[config.mk]
export PLATFORM = sky130hd
export DESIGN_NAME = branch_resolve_unit_flat
export DESIGN_NICKNAME = d
export VERILOG_FILES = /design/src/rtl/branch_pkg.sv /design/src/rtl/branch_resolve_unit_if.sv /design/src/rtl/branch_cmp_core.sv /design/src/rtl/branch_resolve_unit.sv /design/src/flat_wrapper.sv
export SDC_FILE = /design/constraint.sdc
export NUM_CORES = 1
export LEC_CHECK = 0
export BUFFER_PORTS_ARGS = -buffer_cell sky130_fd_sc_hd__buf_2
export CORE_ASPECT_RATIO = 1.25
export CORE_MARGIN = 3
export CORE_UTILIZATION = 45
export CTS_CLUSTER_DIAMETER = 200
export DETAILED_ROUTE_END_ITERATION = 10
export MAX_ROUTING_LAYER = met4
export PLACE_DENSITY = 0.8
export SLEW_MARGIN = 10
export SYNTH_ARGS = -nofsm -noshare
export SYNTH_HDL_FRONTEND = slang
export SYNTH_SLANG_ARGS = --single-unit
[constraint.sdc]
create_clock -name clk -period 0.88 [get_ports clk]
set_input_delay 0.088 -clock clk [delete_from_list [all_inputs] [get_ports clk]]
set_output_delay 0.088 -clock clk [all_outputs]
set_load 0.02 [all_outputs]
[src/rtl/branch_pkg.sv]
// Shared constants and decode helpers for the branch resolve unit.
// funct3 encodings, legal parameter values and the taken/illegal decode live here.
package branch_pkg;

  localparam logic [2:0] F3_BEQ  = 3'b000;
  localparam logic [2:0] F3_BNE  = 3'b001;
  localparam logic [2:0] F3_BLT  = 3'b100;
  localparam logic [2:0] F3_BGE  = 3'b101;
  localparam logic [2:0] F3_BLTU = 3'b110;
  localparam logic [2:0] F3_BGEU = 3'b111;

  localparam int XLEN_NARROW = 32;
  localparam int XLEN_WIDE   = 64;
  localparam int STAGES_MIN  = 1;
  localparam int STAGES_MAX  = 2;

  // Registered per-entry outcome flags, grouped so the output stage loads them as one.
  typedef struct packed {
    logic taken;
    logic eq;
    logic lt;
    logic mispredict;
    logic illegal;
  } resolveFlagsT;

  function automatic logic xlenLegal(input int xlen);
    return (xlen == XLEN_NARROW) || (xlen == XLEN_WIDE);
  endfunction

  function automatic logic stagesLegal(input int stages);
    return (stages >= STAGES_MIN) && (stages <= STAGES_MAX);
  endfunction

  // 010/011 have no conditional-branch meaning.
  function automatic logic isReservedF3(input logic [2:0] funct3);
    return funct3[2:1] == 2'b01;
  endfunction

  function automatic logic decodeTaken(input logic [2:0] funct3, input logic eq, input logic lt);
    logic taken;
    taken = 1'b0;
    case (funct3)
      F3_BEQ:            taken = eq;
      F3_BNE:            taken = !eq;
      F3_BLT, F3_BLTU:   taken = lt;
      F3_BGE, F3_BGEU:   taken = !lt;
      default:           taken = 1'b0;
    endcase
    return taken;
  endfunction

endpackage

[src/rtl/branch_resolve_unit_if.sv]
// EX-to-resolver bus: branch entry in, resolved outcome and redirect out.
// master = EX/testbench side, slave = branch_resolve_unit.
interface branch_resolve_unit_if #(
  parameter int XLEN = 32
);
  logic            in_valid;
  logic            in_is_jump;
  logic [2:0]      in_funct3;
  logic [XLEN-1:0] in_op_a;
  logic [XLEN-1:0] in_op_b;
  logic [XLEN-1:0] in_pc;
  logic [XLEN-1:0] in_target;
  logic            in_pred_taken;

  logic            out_valid;
  logic            out_taken;
  logic            out_eq;
  logic            out_lt;
  logic            out_mispredict;
  logic [XLEN-1:0] out_redirect_pc;
  logic            out_illegal;

  modport master (
    output in_valid, in_is_jump, in_funct3, in_op_a, in_op_b, in_pc, in_target, in_pred_taken,
    input  out_valid, out_taken, out_eq, out_lt, out_mispredict, out_redirect_pc, out_illegal
  );

  modport slave (
    input  in_valid, in_is_jump, in_funct3, in_op_a, in_op_b, in_pc, in_target, in_pred_taken,
    output out_valid, out_taken, out_eq, out_lt, out_mispredict, out_redirect_pc, out_illegal
  );

endinterface

[src/rtl/branch_cmp_core.sv]
// Combinational operand comparator: full-width equality and signed/unsigned less-than.
module branch_cmp_core #(
  parameter int XLEN = 32
) (
  input  logic [XLEN-1:0] a,
  input  logic [XLEN-1:0] b,
  input  logic            is_unsigned,
  output logic            eq,
  output logic            lt
);

  assign eq = (a == b);
  assign lt = is_unsigned ? (a < b) : ($signed(a) < $signed(b));

endmodule

[src/rtl/branch_resolve_unit.sv]
// Pipelined branch resolver: 1- or 2-cycle compare, redirect PC and mispredict to fetch.
// Optional statistics counters are built when BRU_STATS_EN is defined.
module branch_resolve_unit
  import branch_pkg::*;
#(
  parameter int XLEN   = 32,
  parameter int STAGES = 1,
  parameter int CNT_W  = 32
) (
  input  logic                 clk,
  input  logic                 rst_n,
  input  logic                 stall,
  input  logic                 flush,
`ifdef BRU_STATS_EN
  input  logic                 stat_clr,
  output logic [CNT_W-1:0]     stat_branches,
  output logic [CNT_W-1:0]     stat_mispredicts,
`endif
  branch_resolve_unit_if.slave bru
);

  if (!xlenLegal(XLEN) || !stagesLegal(STAGES) || CNT_W < 1) begin : gBadParams
    $error("branch_resolve_unit: unsupported XLEN/STAGES/CNT_W");
  end

  // Compare-stage operands: either straight from EX or from the stage-A register.
  logic            cmpValid;
  logic            cmpJump;
  logic [2:0]      cmpFunct3;
  logic [XLEN-1:0] cmpOpA;
  logic [XLEN-1:0] cmpOpB;
  logic [XLEN-1:0] cmpPc;
  logic [XLEN-1:0] cmpTarget;
  logic            cmpPred;

  if (STAGES == 2) begin : gStageA
    logic            aValid;
    logic            aJump;
    logic [2:0]      aFunct3;
    logic [XLEN-1:0] aOpA;
    logic [XLEN-1:0] aOpB;
    logic [XLEN-1:0] aPc;
    logic [XLEN-1:0] aTarget;
    logic            aPred;

    // NOTE: sequential state uses non-blocking assignments so every register
    // samples the pre-edge value of its sources, independent of block order.
    always_ff @(posedge clk or negedge rst_n) begin
      if (!rst_n) begin
        aValid  <= 1'b0;
        aJump   <= 1'b0;
        aFunct3 <= '0;
        aOpA    <= '0;
        aOpB    <= '0;
        aPc     <= '0;
        aTarget <= '0;
        aPred   <= 1'b0;
      end else if (flush) begin
        aValid  <= 1'b0;
      end else if (!stall) begin
        aValid  <= bru.in_valid;
        aJump   <= bru.in_is_jump;
        aFunct3 <= bru.in_funct3;
        aOpA    <= bru.in_op_a;
        aOpB    <= bru.in_op_b;
        aPc     <= bru.in_pc;
        aTarget <= bru.in_target;
        aPred   <= bru.in_pred_taken;
      end
    end

    assign cmpValid  = aValid;
    assign cmpJump   = aJump;
    assign cmpFunct3 = aFunct3;
    assign cmpOpA    = aOpA;
    assign cmpOpB    = aOpB;
    assign cmpPc     = aPc;
    assign cmpTarget = aTarget;
    assign cmpPred   = aPred;
  end else begin : gDirect
    assign cmpValid  = bru.in_valid;
    assign cmpJump   = bru.in_is_jump;
    assign cmpFunct3 = bru.in_funct3;
    assign cmpOpA    = bru.in_op_a;
    assign cmpOpB    = bru.in_op_b;
    assign cmpPc     = bru.in_pc;
    assign cmpTarget = bru.in_target;
    assign cmpPred   = bru.in_pred_taken;
  end

  logic cmpEq;
  logic cmpLt;

  branch_cmp_core #(
    .XLEN(XLEN)
  ) uCmp (
    .a          (cmpOpA),
    .b          (cmpOpB),
    .is_unsigned(cmpFunct3[1]),
    .eq         (cmpEq),
    .lt         (cmpLt)
  );

  resolveFlagsT    nextFlags;
  logic [XLEN-1:0] nextRedirectPc;
  logic [XLEN-1:0] pcPlus4;

  assign pcPlus4 = cmpPc + XLEN'(4);

  // NOTE: every always_comb output gets a default first, so no path can infer a latch.
  always_comb begin
    nextFlags      = '0;
    nextRedirectPc = pcPlus4;

    nextFlags.eq      = cmpEq;
    nextFlags.lt      = cmpLt;
    nextFlags.illegal = !cmpJump && isReservedF3(cmpFunct3);

    if (cmpJump) begin
      nextFlags.taken = 1'b1;
    end else if (!nextFlags.illegal) begin
      nextFlags.taken = decodeTaken(cmpFunct3, cmpEq, cmpLt);
    end

    // Illegal entries never redirect as a mispredict; both flags only mean something when valid.
    nextFlags.mispredict = cmpValid && !nextFlags.illegal && (nextFlags.taken != cmpPred);
    nextFlags.illegal    = cmpValid && nextFlags.illegal;

    if (nextFlags.taken) begin
      nextRedirectPc = cmpTarget;
    end
  end

  logic            outValid;
  resolveFlagsT    outFlags;
  logic [XLEN-1:0] outRedirectPc;

  // NOTE: the datapath fields are reset along with the valid bit because every
  // output must read zero out of reset, not just out_valid.
  always_ff @(posedge clk or negedge rst_n) begin
    if (!rst_n) begin
      outValid      <= 1'b0;
      outFlags      <= '0;
      outRedirectPc <= '0;
    end else if (flush) begin
      outValid            <= 1'b0;
      outFlags.mispredict <= 1'b0;
      outFlags.illegal    <= 1'b0;
    end else if (!stall) begin
      outValid      <= cmpValid;
      outFlags      <= nextFlags;
      outRedirectPc <= nextRedirectPc;
    end
  end

  assign bru.out_valid       = outValid;
  assign bru.out_taken       = outFlags.taken;
  assign bru.out_eq          = outFlags.eq;
  assign bru.out_lt          = outFlags.lt;
  assign bru.out_mispredict  = outFlags.mispredict;
  assign bru.out_illegal     = outFlags.illegal;
  assign bru.out_redirect_pc = outRedirectPc;

`ifdef BRU_STATS_EN
  logic [CNT_W-1:0] branchCnt;
  logic [CNT_W-1:0] mispredictCnt;
  logic             countEn;

  // A result is retired on the edge where it leaves the output register.
  assign countEn = outValid && !stall && !flush;

  always_ff @(posedge clk or negedge rst_n) begin
    if (!rst_n) begin
      branchCnt     <= '0;
      mispredictCnt <= '0;
    end else if (stat_clr) begin
      branchCnt     <= '0;
      mispredictCnt <= '0;
    end else if (countEn) begin
      if (branchCnt != '1) begin
        branchCnt <= branchCnt + 1'b1;
      end
      if (outFlags.mispredict && (mispredictCnt != '1)) begin
        mispredictCnt <= mispredictCnt + 1'b1;
      end
    end
  end

  assign stat_branches    = branchCnt;
  assign stat_mispredicts = mispredictCnt;
`endif

endmodule

[src/flat_wrapper.sv]
// flat-port wrapper written by rule: the top's interface ports become plain ports
module branch_resolve_unit_flat import branch_pkg::*;
#(
  parameter int XLEN   = 32,
  parameter int STAGES = 1,
  parameter int CNT_W  = 32
)
  (clk, rst_n, stall, flush, bru_in_valid, bru_in_is_jump, bru_in_funct3, bru_in_op_a, bru_in_op_b, bru_in_pc, bru_in_target, bru_in_pred_taken, bru_out_valid, bru_out_taken, bru_out_eq, bru_out_lt, bru_out_mispredict, bru_out_redirect_pc, bru_out_illegal);
  branch_resolve_unit_if #(.XLEN(XLEN)) bru_i ();
  input  logic clk;
  input  logic rst_n;
  input  logic stall;
  input  logic flush;
  input wire logic [$bits(bru_i.in_valid)-1:0] bru_in_valid;
  input wire logic [$bits(bru_i.in_is_jump)-1:0] bru_in_is_jump;
  input wire logic [$bits(bru_i.in_funct3)-1:0] bru_in_funct3;
  input wire logic [$bits(bru_i.in_op_a)-1:0] bru_in_op_a;
  input wire logic [$bits(bru_i.in_op_b)-1:0] bru_in_op_b;
  input wire logic [$bits(bru_i.in_pc)-1:0] bru_in_pc;
  input wire logic [$bits(bru_i.in_target)-1:0] bru_in_target;
  input wire logic [$bits(bru_i.in_pred_taken)-1:0] bru_in_pred_taken;
  output wire logic [$bits(bru_i.out_valid)-1:0] bru_out_valid;
  output wire logic [$bits(bru_i.out_taken)-1:0] bru_out_taken;
  output wire logic [$bits(bru_i.out_eq)-1:0] bru_out_eq;
  output wire logic [$bits(bru_i.out_lt)-1:0] bru_out_lt;
  output wire logic [$bits(bru_i.out_mispredict)-1:0] bru_out_mispredict;
  output wire logic [$bits(bru_i.out_redirect_pc)-1:0] bru_out_redirect_pc;
  output wire logic [$bits(bru_i.out_illegal)-1:0] bru_out_illegal;
  assign bru_i.in_valid = bru_in_valid;
  assign bru_i.in_is_jump = bru_in_is_jump;
  assign bru_i.in_funct3 = bru_in_funct3;
  assign bru_i.in_op_a = bru_in_op_a;
  assign bru_i.in_op_b = bru_in_op_b;
  assign bru_i.in_pc = bru_in_pc;
  assign bru_i.in_target = bru_in_target;
  assign bru_i.in_pred_taken = bru_in_pred_taken;
  assign bru_out_valid = bru_i.out_valid;
  assign bru_out_taken = bru_i.out_taken;
  assign bru_out_eq = bru_i.out_eq;
  assign bru_out_lt = bru_i.out_lt;
  assign bru_out_mispredict = bru_i.out_mispredict;
  assign bru_out_redirect_pc = bru_i.out_redirect_pc;
  assign bru_out_illegal = bru_i.out_illegal;
  branch_resolve_unit #(.XLEN(XLEN), .STAGES(STAGES), .CNT_W(CNT_W)) u_core (.clk(clk), .rst_n(rst_n), .stall(stall), .flush(flush), .bru(bru_i));
endmodule
==> flow_metrics.env <==
export IMPL_grt_antenna_before_repair=0
export IMPL_syn_nets=590
export IMPL_result_of_the_run="finished with violations"
export IMPL_cts_root_to_sink_buffers=2
export IMPL_fin_cells=782
export IMPL_ys_seq_area_frac=0.2874
export IMPL_final_cell_area_um2=6167
export IMPL_power_per_cell_area_nw_per_um2=1187
export IMPL_synth_warnings=0
export IMPL_grt_max_degree=40
export IMPL_top_cell_type_s_share_of_synthesized_area=0.2874
export IMPL_critical_path_max_stage_delay_ps=420
export IMPL_grt_first_pass_wirelength_mm=19.38
export IMPL_number_of_remaining_drc_errors=0
export IMPL_cp_slowest_cell="sky130_fd_sc_hd__o31ai_1"
export IMPL_num_vias=4830
export IMPL_critical_path_startpoint_type="primary input"
export IMPL_cts_bufs_inserted=5
export IMPL_totalWireLength_mm=17.00
export IMPL_final_net_count=861
export IMPL_timing_final_max_slew_violations=0
export IMPL_maxCapViolations=0
export IMPL_die_w_um=82.69
export IMPL_fmax_mhz=406.6
export IMPL_syn_to_final_growth_pct=86.42
export IMPL_antenna_left=0
export IMPL_failed_checks="negative setup slack"
export IMPL_rrSetupSlack_ps=-50
export IMPL_final_period_utilization=2.795
export IMPL_grt_setup_unrepaired="true"
export IMPL_worstPathRequired_ps=1060
export IMPL_cts_sink_count=38
export IMPL_synth_seq_cells=38
export IMPL_worstMarginPinSlew_ps=554.6
export IMPL_fp_coreArea_um2=7062
export IMPL_yosys_area_top_type="sky130_fd_sc_hd__dfrtp_1"
export IMPL_htree_num_levels=2
export IMPL_data_arrival_time_of_the_worst_path_ps=2640
export IMPL_global_route_overflow_total=0
export IMPL_relSlewSlack=0.6299
export IMPL_first_global_vias=4270
export IMPL_leak_pwr_nw=2.922
export IMPL_post_dp_cell_area_um2=4960
export IMPL_worstSkewPairLatency_ps=300
export IMPL_fp_row_count=34
export IMPL_final_hold_viol_count=0
export IMPL_clk_transition_reported_paths_ps=80
export IMPL_detail_route_wl_per_cell_um=21.73
export IMPL_worst_path_buf_inv=3
export IMPL_synth_lib_cells_used_distinct=44
export IMPL_hpwlAfterDp_mm=8.610
export IMPL_postSynthAreaPerCell_um2=7.895
export IMPL_port_buffers=175
export IMPL_timing_final_crit_period_ps=2459
export IMPL_viasPerCell=6.176
export IMPL_design_die_area_um2=8423
export IMPL_timing_clock_skew_ps=0
export IMPL_setup_viol_count_final=74
export IMPL_mappedNetlistArea_um2=3308
export IMPL_worst_path_max_fanout=20
export IMPL_worstPathCellList="buf_6 > inv_2 > ha_4 > a21oi_1 > o21ai_1 > a221oi_4 > nand3b_1 > nor3b_2 > o21a_2 > buf_6 > o31ai_1 > o21ai_1"
export IMPL_hold_class="primary input to register"
export IMPL_critPathCaptureType="register"
export IMPL_floorplan_initialDensity=0.4685
export IMPL_timing_worst_setup_path_type="primary input to register"
export IMPL_synthTopCellsByArea="sky130_fd_sc_hd__dfrtp_1, sky130_fd_sc_hd__ha_1, sky130_fd_sc_hd__nand2_1"
export IMPL_place_gp_congestion=0.9250
export IMPL_syn_inst=419
export IMPL_first_iter_violations=490
export IMPL_final_critical_path_setup_slack_ps=-1579
export IMPL_worst_setup_timing_slack_at_the_placement_stage_ps=-1885
export IMPL_irDropWorstVdd_v=0.0007743
export IMPL_final_layout_size_suffix_gt1_frac=0.5586
export IMPL_final_fill_count=340
export IMPL_global_route_total_usage_across_every_layer=0.3070
export IMPL_design_portCount=176
export IMPL_placed_cells_incl_taps=730
export IMPL_cts_tree="done"
export IMPL_detailed_routing_iteration_count_for_the_pre_antenna_repair_pass=4
export IMPL_crit_family="compound AO/OA/AOI/OAI gates"
export IMPL_cts_root_buf="sky130_fd_sc_hd__clkbuf_8"
export IMPL_die_height_um=101.9
## sequential cells by signal (all words and copies together) (netlist names)
register and cells:
u_core.bru.out_valid 1, u_core.bru.out_mispredict 1, u_core.bru.out_lt 1, u_core.bru.out_taken 1
u_core.bru.out_eq 1, u_core.bru.out_redirect_pc 32, u_core.bru.out_illegal 1
## cell usage in the layout, fill, tap and decap left out, types with 9 or more instances in the layout
cell / n
sky130_fd_sc_hd__a21oi_1: 14
sky130_fd_sc_hd__a21oi_2: 21
sky130_fd_sc_hd__buf_2: 123
sky130_fd_sc_hd__buf_4: 94
sky130_fd_sc_hd__buf_6: 57
sky130_fd_sc_hd__dfrtp_1: 38
sky130_fd_sc_hd__ha_1: 17
sky130_fd_sc_hd__ha_4: 16
sky130_fd_sc_hd__inv_1: 21
sky130_fd_sc_hd__nand2_1: 60
sky130_fd_sc_hd__nand3_1: 14
sky130_fd_sc_hd__nand4_1: 19
sky130_fd_sc_hd__nor2_1: 20
sky130_fd_sc_hd__o211ai_1: 12
sky130_fd_sc_hd__o21ai_1: 20
sky130_fd_sc_hd__o31ai_1: 9
sky130_fd_sc_hd__xnor2_1: 20
## where the power goes
| part | internal, W | total [W] | switching (W) |
|---|---|---|---|
| Combinational | 0.00188 | 0.00376 | 0.00188 |
| Sequential | 0.00201 | 0.00223 | 0.000223 |
| Clock | 0.000634 | 0.00133 | 0.000695 |
| Total | 0.00452 | 0.00732 | 0.00279 |
## metrics by stage
stage | hold slack (ps) | util | TNS [ps] | total power (W)
after floorplan | -207.6 | - | -39630 | 0.003504
after global placement | 68.08 | 0.7023 | -53830 | 0.004562
after detailed placement | 77.56 | 0.7023 | -57250 | 0.004647
after CTS | 33.81 | 0.8053 | -43480 | 0.006590
after global routing | 43.13 | 0.8730 | -55890 | 0.007626
final | 40.96 | 0.8733 | -53460 | 0.007319
## tightest hold or removal path, stage by stage
cell and delay, ps:
sky130_fd_sc_hd__buf_2 100, sky130_fd_sc_hd__nand2_1 50, sky130_fd_sc_hd__o211ai_1 70
## per-layer routing
layer  part of all wire  wire length [um]  GRT usage
met1               0.34              5748     0.3376
met2               0.49              8355     0.5358
met3               0.10              1709    0.04321
met4              0.069              1181     0.1472
met5                  0                 0          -
## worst paths after layout
kind / startpoint / to / cells past startpoint
worst max register to register: u_core.bru.out_redirect_pc[18] / u_core.bru.out_redirect_pc[18] / 4
worst min register to register: u_core.bru.out_redirect_pc[12] / u_core.bru.out_redirect_pc[12] / 2
max in group asynchronous: rst_n / u_core.bru.out_redirect_pc[14] / 3
worst min-delay path: bru_in_target[12] / u_core.bru.out_redirect_pc[12] / 3
min in group asynchronous: rst_n / u_core.bru.out_redirect_pc[21] / 3
worst max-delay path: bru_in_op_b[23] / u_core.bru.out_redirect_pc[19] / 12
## cell families (layout without fill, tap and decap cells)
kind of cell	after synthesis	after routing	share of synthesized area
simple gates	152	152	0.2300
compound gates	112	112	0.2084
xor+xnor	28	28	0.07413
other cells	0	1	0
fa+ha+maj	33	33	0.1248
flops	38	38	0.2874
buf+inv	56	328	0.07527
## repair_timing
| item | in CTS | in global routing |
|---|---|---|
| hold endpoints to repair | 38 | 0 |
| hold buffers | 1 | 0 |
| cloned | 1 | 4 |
| resized for setup | 116 | 53 |
| endpoints found under the setup margin | 74 | 74 |
| setup buffers | 22 | 15 |
| pin swaps | 14 | 32 |
## final cells by class
type                            count  area [um2]  share of cell area
Timing Repair Buffer              285        2186              0.3544
Antenna cell                        1       2.502           0.0004058
Inverter                           35       153.9             0.02495
Tap cell                           90       112.6             0.01826
Clock inverter                      1       5.005           0.0008115
Sequential cell                    38       950.9              0.1542
Multi-Input combinational cell    325        2670              0.4329
Clock buffer                        7       86.33             0.01400
## synth_stat cells
library cell	count
sky130_fd_sc_hd__and4_1	1
sky130_fd_sc_hd__a21boi_0	3
sky130_fd_sc_hd__and2_1	2
sky130_fd_sc_hd__nand3b_1	3
sky130_fd_sc_hd__o31ai_1	20
sky130_fd_sc_hd__buf_2	4
sky130_fd_sc_hd__nor3b_1	3
sky130_fd_sc_hd__inv_1	35
sky130_fd_sc_hd__o211ai_1	12
sky130_fd_sc_hd__xor2_1	8
sky130_fd_sc_hd__nor4_2	1
sky130_fd_sc_hd__buf_4	1
sky130_fd_sc_hd__clkbuf_1	12
sky130_fd_sc_hd__nand2b_1	1
sky130_fd_sc_hd__nand4_2	1
sky130_fd_sc_hd__ha_1	33
sky130_fd_sc_hd__a221oi_2	1
sky130_fd_sc_hd__a31oi_1	5
sky130_fd_sc_hd__buf_6	4
sky130_fd_sc_hd__nand2_1	60
sky130_fd_sc_hd__nand4_1	19
sky130_fd_sc_hd__nand2_2	1
sky130_fd_sc_hd__a2bb2oi_1	1
sky130_fd_sc_hd__dfrtp_1	38
sky130_fd_sc_hd__o21ai_0	7
sky130_fd_sc_hd__or4_1	3
sky130_fd_sc_hd__nand3_1	17
sky130_fd_sc_hd__o21a_1	3
sky130_fd_sc_hd__or2_2	3
sky130_fd_sc_hd__nor3_1	5
sky130_fd_sc_hd__nand4b_1	1
sky130_fd_sc_hd__a211o_1	1
sky130_fd_sc_hd__a21oi_1	36
sky130_fd_sc_hd__nand3_2	1
sky130_fd_sc_hd__xnor2_1	20
sky130_fd_sc_hd__a21boi_1	1
sky130_fd_sc_hd__nor4_1	1
sky130_fd_sc_hd__o21ai_1	20
sky130_fd_sc_hd__nor4_4	1
sky130_fd_sc_hd__nor2b_1	2
sky130_fd_sc_hd__a32oi_1	1
sky130_fd_sc_hd__and3_1	2
sky130_fd_sc_hd__nor2_1	24
sky130_fd_sc_hd__o311ai_1	1
Note: power is estimated with default switching activity, not from simulation.
